### src/rtl/rob_retire_if.sv
// Shared types and the dispatch / CDB / retire signal bundle for rob_retire.
// The DUT connects through the slave modport; the driving side uses master.
package rob_retire_pkg;
  localparam int XLEN = 32;
  localparam int CDB_TAG_W = 6;
  localparam logic [4:0] ZERO_REG = 5'd0;

  typedef struct packed {
    logic                 valid;
    logic [CDB_TAG_W-1:0] Tag;
    logic [XLEN-1:0]      Value;
    logic                 take_branch;
  } cdb_packet_t;
endpackage

interface rob_retire_if #(parameter int ROB_SZ = 8);
  import rob_retire_pkg::*;
  localparam int TAG_W = $clog2(ROB_SZ);

  logic              dispatch_valid;
  logic [4:0]        dispatch_dest_idx;
  logic [XLEN-1:0]   dispatch_pc;
  logic              dispatch_ready;
  logic [TAG_W-1:0]  dispatch_tag;
  cdb_packet_t       cdb_packet;
  logic              wb_regfile_en;
  logic [4:0]        wb_regfile_idx;
  logic [XLEN-1:0]   wb_regfile_data;
  logic              retire_valid;
  logic [XLEN-1:0]   retire_pc;
  logic              squash;
  logic [TAG_W:0]    rob_count;

  modport master (
    output dispatch_valid, dispatch_dest_idx, dispatch_pc, cdb_packet,
    input  dispatch_ready, dispatch_tag, wb_regfile_en, wb_regfile_idx,
           wb_regfile_data, retire_valid, retire_pc, squash, rob_count
  );

  modport slave (
    input  dispatch_valid, dispatch_dest_idx, dispatch_pc, cdb_packet,
    output dispatch_ready, dispatch_tag, wb_regfile_en, wb_regfile_idx,
           wb_regfile_data, retire_valid, retire_pc, squash, rob_count
  );
endinterface

### src/rtl/rob_retire.sv
// In-order completion tracker: allocates entries at dispatch, marks them done
// from the CDB, retires in program order and flushes on a taken branch.
module rob_retire #(
  parameter int ROB_SZ = 8
) (
  input logic        clock,
  input logic        reset,
  rob_retire_if.slave rif
);
  import rob_retire_pkg::*;
  localparam int TAG_W = $clog2(ROB_SZ);

  logic [ROB_SZ-1:0] valid_q;
  logic [ROB_SZ-1:0] done_q;
  logic [ROB_SZ-1:0] br_q;
  logic [4:0]        dest_q  [ROB_SZ];
  logic [XLEN-1:0]   pc_q    [ROB_SZ];
  logic [XLEN-1:0]   value_q [ROB_SZ];

  logic [TAG_W-1:0]  head_q, head_d;
  logic [TAG_W-1:0]  tail_q, tail_d;
  logic [TAG_W:0]    count_q, count_d;

  logic              wb_en_q;
  logic [4:0]        wb_idx_q;
  logic [XLEN-1:0]   wb_data_q;
  logic              ret_valid_q;
  logic [XLEN-1:0]   ret_pc_q;
  logic              squash_q;

  logic              dispatch_fire;
  logic              retire_fire;
  logic              cdb_hit;
  logic [TAG_W-1:0]  cdb_tag;
  logic              unused_tag_hi;

  assign rif.dispatch_ready  = (count_q != (TAG_W+1)'(ROB_SZ));
  assign rif.dispatch_tag    = tail_q;
  assign rif.wb_regfile_en   = wb_en_q;
  assign rif.wb_regfile_idx  = wb_idx_q;
  assign rif.wb_regfile_data = wb_data_q;
  assign rif.retire_valid    = ret_valid_q;
  assign rif.retire_pc       = ret_pc_q;
  assign rif.squash          = squash_q;
  assign rif.rob_count       = count_q;
  assign unused_tag_hi       = ^rif.cdb_packet.Tag[CDB_TAG_W-1:TAG_W];

  // Fire conditions and pointer/occupancy next state; squash_q blocks all activity.
  always_comb begin
    cdb_tag       = rif.cdb_packet.Tag[TAG_W-1:0];
    dispatch_fire = rif.dispatch_valid && rif.dispatch_ready && !squash_q;
    cdb_hit       = rif.cdb_packet.valid && valid_q[cdb_tag] && !squash_q;
    retire_fire   = valid_q[head_q] && done_q[head_q] && !squash_q;
    head_d        = head_q;
    tail_d        = tail_q;
    count_d       = count_q;
    if (squash_q) begin
      head_d  = '0;
      tail_d  = '0;
      count_d = '0;
    end else begin
      if (dispatch_fire) begin
        tail_d = tail_q + TAG_W'(1);
      end else begin
        tail_d = tail_q;
      end
      if (retire_fire) begin
        head_d = head_q + TAG_W'(1);
      end else begin
        head_d = head_q;
      end
      count_d = count_q + (TAG_W+1)'(dispatch_fire) - (TAG_W+1)'(retire_fire);
    end
  end

  // Control state and registered retire outputs.
  always_ff @(posedge clock) begin
    if (reset) begin
      head_q      <= '0;
      tail_q      <= '0;
      count_q     <= '0;
      valid_q     <= '0;
      done_q      <= '0;
      wb_en_q     <= 1'b0;
      wb_idx_q    <= 5'd0;
      wb_data_q   <= '0;
      ret_valid_q <= 1'b0;
      ret_pc_q    <= '0;
      squash_q    <= 1'b0;
    end else begin
      head_q  <= head_d;
      tail_q  <= tail_d;
      count_q <= count_d;
      if (squash_q) begin
        valid_q <= '0;
        done_q  <= '0;
      end else begin
        if (dispatch_fire) begin
          valid_q[tail_q] <= 1'b1;
          done_q[tail_q]  <= 1'b0;
        end
        if (cdb_hit) begin
          done_q[cdb_tag] <= 1'b1;
        end
        // Retire clear is last so it wins over a duplicate CDB to the head.
        if (retire_fire) begin
          valid_q[head_q] <= 1'b0;
          done_q[head_q]  <= 1'b0;
        end
      end
      ret_valid_q <= retire_fire;
      wb_en_q     <= retire_fire && (dest_q[head_q] != ZERO_REG);
      squash_q    <= retire_fire && br_q[head_q];
      if (retire_fire) begin
        wb_idx_q  <= dest_q[head_q];
        wb_data_q <= value_q[head_q];
        ret_pc_q  <= pc_q[head_q];
      end else begin
        wb_idx_q  <= wb_idx_q;
        wb_data_q <= wb_data_q;
        ret_pc_q  <= ret_pc_q;
      end
    end
  end

  // Entry payload; only read behind valid/done, so it needs no reset.
  always_ff @(posedge clock) begin
    if (!reset && !squash_q) begin
      if (dispatch_fire) begin
        dest_q[tail_q] <= rif.dispatch_dest_idx;
        pc_q[tail_q]   <= rif.dispatch_pc;
      end
      if (cdb_hit) begin
        value_q[cdb_tag] <= rif.cdb_packet.Value;
        br_q[cdb_tag]    <= rif.cdb_packet.take_branch;
      end
    end
  end
endmodule

### src/flat_wrapper.sv
// flat-port wrapper written by rule: the top's interface ports become plain ports
module rob_retire_flat import rob_retire_pkg::*;
#(
  parameter int ROB_SZ = 8
)
  (clock, reset, rif_dispatch_valid, rif_dispatch_dest_idx, rif_dispatch_pc, rif_cdb_packet, rif_dispatch_ready, rif_dispatch_tag, rif_wb_regfile_en, rif_wb_regfile_idx, rif_wb_regfile_data, rif_retire_valid, rif_retire_pc, rif_squash, rif_rob_count);
  rob_retire_if #(.ROB_SZ(ROB_SZ)) rif_i ();
  input logic clock;
  input logic reset;
  input wire logic [$bits(rif_i.dispatch_valid)-1:0] rif_dispatch_valid;
  input wire logic [$bits(rif_i.dispatch_dest_idx)-1:0] rif_dispatch_dest_idx;
  input wire logic [$bits(rif_i.dispatch_pc)-1:0] rif_dispatch_pc;
  input wire logic [$bits(rif_i.cdb_packet)-1:0] rif_cdb_packet;
  output wire logic [$bits(rif_i.dispatch_ready)-1:0] rif_dispatch_ready;
  output wire logic [$bits(rif_i.dispatch_tag)-1:0] rif_dispatch_tag;
  output wire logic [$bits(rif_i.wb_regfile_en)-1:0] rif_wb_regfile_en;
  output wire logic [$bits(rif_i.wb_regfile_idx)-1:0] rif_wb_regfile_idx;
  output wire logic [$bits(rif_i.wb_regfile_data)-1:0] rif_wb_regfile_data;
  output wire logic [$bits(rif_i.retire_valid)-1:0] rif_retire_valid;
  output wire logic [$bits(rif_i.retire_pc)-1:0] rif_retire_pc;
  output wire logic [$bits(rif_i.squash)-1:0] rif_squash;
  output wire logic [$bits(rif_i.rob_count)-1:0] rif_rob_count;
  assign rif_i.dispatch_valid = rif_dispatch_valid;
  assign rif_i.dispatch_dest_idx = rif_dispatch_dest_idx;
  assign rif_i.dispatch_pc = rif_dispatch_pc;
  assign rif_i.cdb_packet = rif_cdb_packet;
  assign rif_dispatch_ready = rif_i.dispatch_ready;
  assign rif_dispatch_tag = rif_i.dispatch_tag;
  assign rif_wb_regfile_en = rif_i.wb_regfile_en;
  assign rif_wb_regfile_idx = rif_i.wb_regfile_idx;
  assign rif_wb_regfile_data = rif_i.wb_regfile_data;
  assign rif_retire_valid = rif_i.retire_valid;
  assign rif_retire_pc = rif_i.retire_pc;
  assign rif_squash = rif_i.squash;
  assign rif_rob_count = rif_i.rob_count;
  rob_retire #(.ROB_SZ(ROB_SZ)) u_core (.clock(clock), .reset(reset), .rif(rif_i));
endmodule
### config.mk
export PLATFORM = sky130hd
export DESIGN_NAME = rob_retire_flat
export DESIGN_NICKNAME = d
export VERILOG_FILES = /design/src/rtl/rob_retire_if.sv /design/src/rtl/rob_retire.sv /design/src/flat_wrapper.sv
export SDC_FILE = /design/constraint.sdc
export NUM_CORES = 1
export LEC_CHECK = 0
export CORE_ASPECT_RATIO = 0.6
export CORE_MARGIN = 3
export CORE_UTILIZATION = 35
export DETAILED_ROUTE_END_ITERATION = 8
export PLACE_DENSITY = 0.51
export SLEW_MARGIN = 15
export SYNTH_ARGS = -nofsm -noshare
export SYNTH_HDL_FRONTEND = slang
export SYNTH_SLANG_ARGS = --single-unit
### constraint.sdc
create_clock -name clock -period 6.49 [get_ports clock]
set_input_delay 1.947 -clock clock [delete_from_list [all_inputs] [get_ports clock]]
set_output_delay 1.947 -clock clock [all_outputs]
set_load 0.02 [all_outputs]
==> results.md <==
- Worst Hold End: u_core.rif.wb_regfile_idx[0]
- Clk Latency, worst-skew pair: ~0.60 ns
- Grt total ovfl: 0
- Switching power total: 1.90 mW
- Initial DRC count: around 900
- # DRC: 0
- Die Wd: between 300 and 400 µm
- Net Count, Synth: 1354
- CTS resizes: 0
- CTS Hold Bufs: 0
- Total number of vias: 12.8k
- Final ANT Viol Nets: 0
- Share of layout cells above drive strength 1: between 20% and 30%
- Hold_sp: u_core.rif.wb_regfile_idx[0]
- Root Buffer Master: clkbuf_16
- FP Rows: 76
- Initial antenna violation count: 3
- CP Class: flip-flop to primary output
- Number of synthesized register bits: approximately 660
- Setup Viol. Count Final: 0
- CTS max path bufs: 3
- Largest net degree at the start of global routing: slightly above 70
- Pre-Repair DR Iteration Count: 5
- RR Endpoint: u_core.rif.rob_count[3]
- Commonest non-fill, non-tap cell in the layout: edfxtp_1
- Synthesized cell area: 0.0255 mm²
- Finished Layout Cells: between 2k and 2.5k
- Combinational share of power: under 10%
- # diodes: 0
- Int Pwr: 7.13 mW
- Core Area: around 0.072 mm²
- Critical Path Stages: 5
- Max-cap violation count: 0
- Sequential share of power: a little over half
- Startpoint types: flip-flop
- Netlist cell types: 50
- Layout Nets: ~1.5k
- Tot GR Track Use: 16.3%
- Gp weighted congestion: 0.752
- Final Max Slew Viols: 0
- Pwr dens: around 300 mW/mm²
- Primary FF master, synth: edfxtp_1
- VDD IR max: around 180 µV
- Total wire length: between 60000 and 70000 µm
- Synth top area share: 65.9%
- Max Clock Skew: 0.0184 ns
- Die Y: 215 µm
- CP Data Arrival Time: ~2.8 ns
- Via density: between 5 and 6
- Ports: 160
- Hold Path Class: flip-flop to flip-flop
- RR Startpoint: u_core.head_q[2]
- Commonest non-fill, non-tap cells in the layout: 560 x edfxtp_1, 155 x clkdlybuf4s50_1, 143 x mux4_2, 98 x dfxtp_1, 74 x mux2i_1
- CTS tree: done
- Leakage: ~9.0 nW
- Vias in the first global route: approximately 13k
- Fillers: around 6.3k
- Inst Count DP: 2341
- Async SR Flop Fraction: 0%
- Tcrit/Tclk final: between 70 and 80%
- Max-slew headroom: about a quarter
- Clock period minus worst slack: ~4.8 ns
- Number of buffers created by CTS: between 60 and 70
- Outcome: finished, final reports clean
- WHS Path Cells: 2
- CP Data Required Time: about 4.5 ns
- Post-Synthesis Cells: around 1.3k
- CTS sink count: 661
- Syn-to-layout area delta: 19.4%
- Register area share after synthesis: ~74%
- CP max FO: 10
- Post-synth top area cell: edfxtp_1
- Clock slew at reported path FFs: around 0.060 ns
- Reg2reg path depth: 11
- Global-route wire length before repair: between 90000 and 100000 µm
- Synthesis Warnings: 0
- Clock H-tree levels: 3
- Clk network pwr share: between 40% and 50%
- Max incr delay on CP: around 0.7 ns
- Die ar.: approximately 0.076 mm²
- Initial Utilization: 35.5%
- Post-CTS setup buffer count: 0
- Max Fclk: between 0.2 and 0.25 GHz
- WL per Instance: approximately 25 µm
- CP cell instances: inv_1 > ha_1 > nor3b_1 > clkinv_1 > clkdlybuf4s50_1
- Port bufs: 156
- Synth top area cells: edfxtp_1 66%, mux4_2 13%, dfxtp_1 7.9%, a211oi_2 3.2%, mux2i_1 2.9%
- Worst Setup End Kind: primary output
- Cell family with most CP delay: buffers and inverters
- RSZ-0062 raised after global routing: false
- Sum Neg Setup Slack: 0 ns
- Number of hold violations in the final report: 0
- Worst Tran Pin Value: 1.12 ns
- Synthesized area per cell: between 20 and 25 µm²
- Number of synthesized flops with an enable pin: 560
- Critical path's slowest cell: clkdlybuf4s50_1
- Sw frac: between 20% and 30%
- HPWL Detailed: approximately 34000 µm
- Buffers & Inverters on Critical Path: 3
- Setup slack, reg-to-reg: between 2 and 2.5 ns
-- power by group through the flow --
stage	combinational, mW	sequential [mW]	clock (mW)
final	0.411	4.70	3.92
after global routing	0.447	4.70	4.22
after CTS	0.416	4.70	4.04
after detailed placement	0.415	4.79	0
after global placement	0.403	4.79	0
after floorplan	0.186	4.80	0
-- stage by stage --
stage / power [mW] / worst slack [ns] / cell area, µm² / hold slack [ns] / util (%)
finish: 9.03 / 1.73 / 30500 / 0.479 / 42.4
detailed placement: 5.21 / 1.75 / 28300 / 0.473 / 39.2
global route: 9.37 / 1.56 / 30500 / 0.505 / 42.4
CTS: 9.16 / 1.69 / 30500 / 0.483 / 42.4
floorplan: 4.99 / 0.881 / 25500 / 0.494 / -
global placement: 5.19 / 1.79 / 28300 / 0.471 / 39.2
-- synth_stat cells (all sizes together) (3+ instances only) --
library cell / instances
buf: 34
inv: 18
nor2b: 8
a311oi: 10
edfxtp: 560
ha: 7
nor3b: 5
nor3: 7
mux4: 143
a21oi: 11
xor2: 3
a41oi: 4
dfxtp: 101
clkbuf: 55
a211oi: 69
a2bb2oi: 4
nand2b: 3
a31oi: 70
nand3: 5
mux2i: 74
nor2: 23
nand2: 11
mux2: 5
nand4: 6
-- metal layers --
layer	wire (µm)	up-vias	GRT usage, %	share of wire (%)
met5	41	-	0	0.066
met4	909	6	3.13	1.5
met3	3430	84	4.07	5.5
met2	28200	304	25.0	45
met1	29500	6755	23.9	47
li1	-	5634	-	-
-- cell type report --
type                            instances  area [µm²]  area share (%)
Clock buffer                           95        1960            6.43
Clock inverter                         28         275           0.903
Inverter                               20        78.8           0.259
Multi-Input combinational cell        496        6290            20.6
Sequential cell                       661       18800            61.8
Tap cell                              975        1220            4.00
Timing Repair Buffer                  189        1810            5.94
-- worst max path at each step --
stage,start,to,slack [ns]
3_3_place_gp,rif_dispatch_valid,u_core.pc_q[4][2],1.79
4_1_cts,u_core.rif.rob_count[2],rif_dispatch_ready,1.69
2_1_floorplan,reset,u_core.dest_q[3][0],0.88
3_5_place_dp,rif_dispatch_valid,u_core.pc_q[4][8],1.75
5_1_grt,u_core.rif.rob_count[2],rif_dispatch_ready,1.56
6_report,u_core.rif.rob_count[2],rif_dispatch_ready,1.73
-- sequential cells by signal, summed over array words and instances, names as in the netlist, 3 cells and up, named ones only --
register                    cells
u_core.br_q                     8
u_core.dest_q                  40
u_core.done_q                   8
u_core.head_q                   3
u_core.pc_q                   256
u_core.rif.dispatch_tag         3
u_core.rif.retire_pc           32
u_core.rif.rob_count            4
u_core.rif.wb_regfile_data     32
u_core.rif.wb_regfile_idx       5
u_core.valid_q                  8
u_core.value_q                256
-- cell families (layout without fill, tap and decap cells) --
family,Yosys count,in the layout,synth area share (%)
XOR/XNOR,4,4,0.137
flip-flops,661,661,73.8
AND/OR/NAND/NOR,77,77,1.56
adder cells (fa/ha/maj),8,8,0.421
buffers and inverters,109,332,1.95
multiplexers,222,222,15.7
AO/OA/AOI/OAI,185,185,6.41
-- worst min-delay path, cell delays in order (launching register included) --
cell,delay (ns)
dfxtp_1,0.31
inv_1,0.05
a221oi_1,0.06
(Power assumes the default switching activity.)
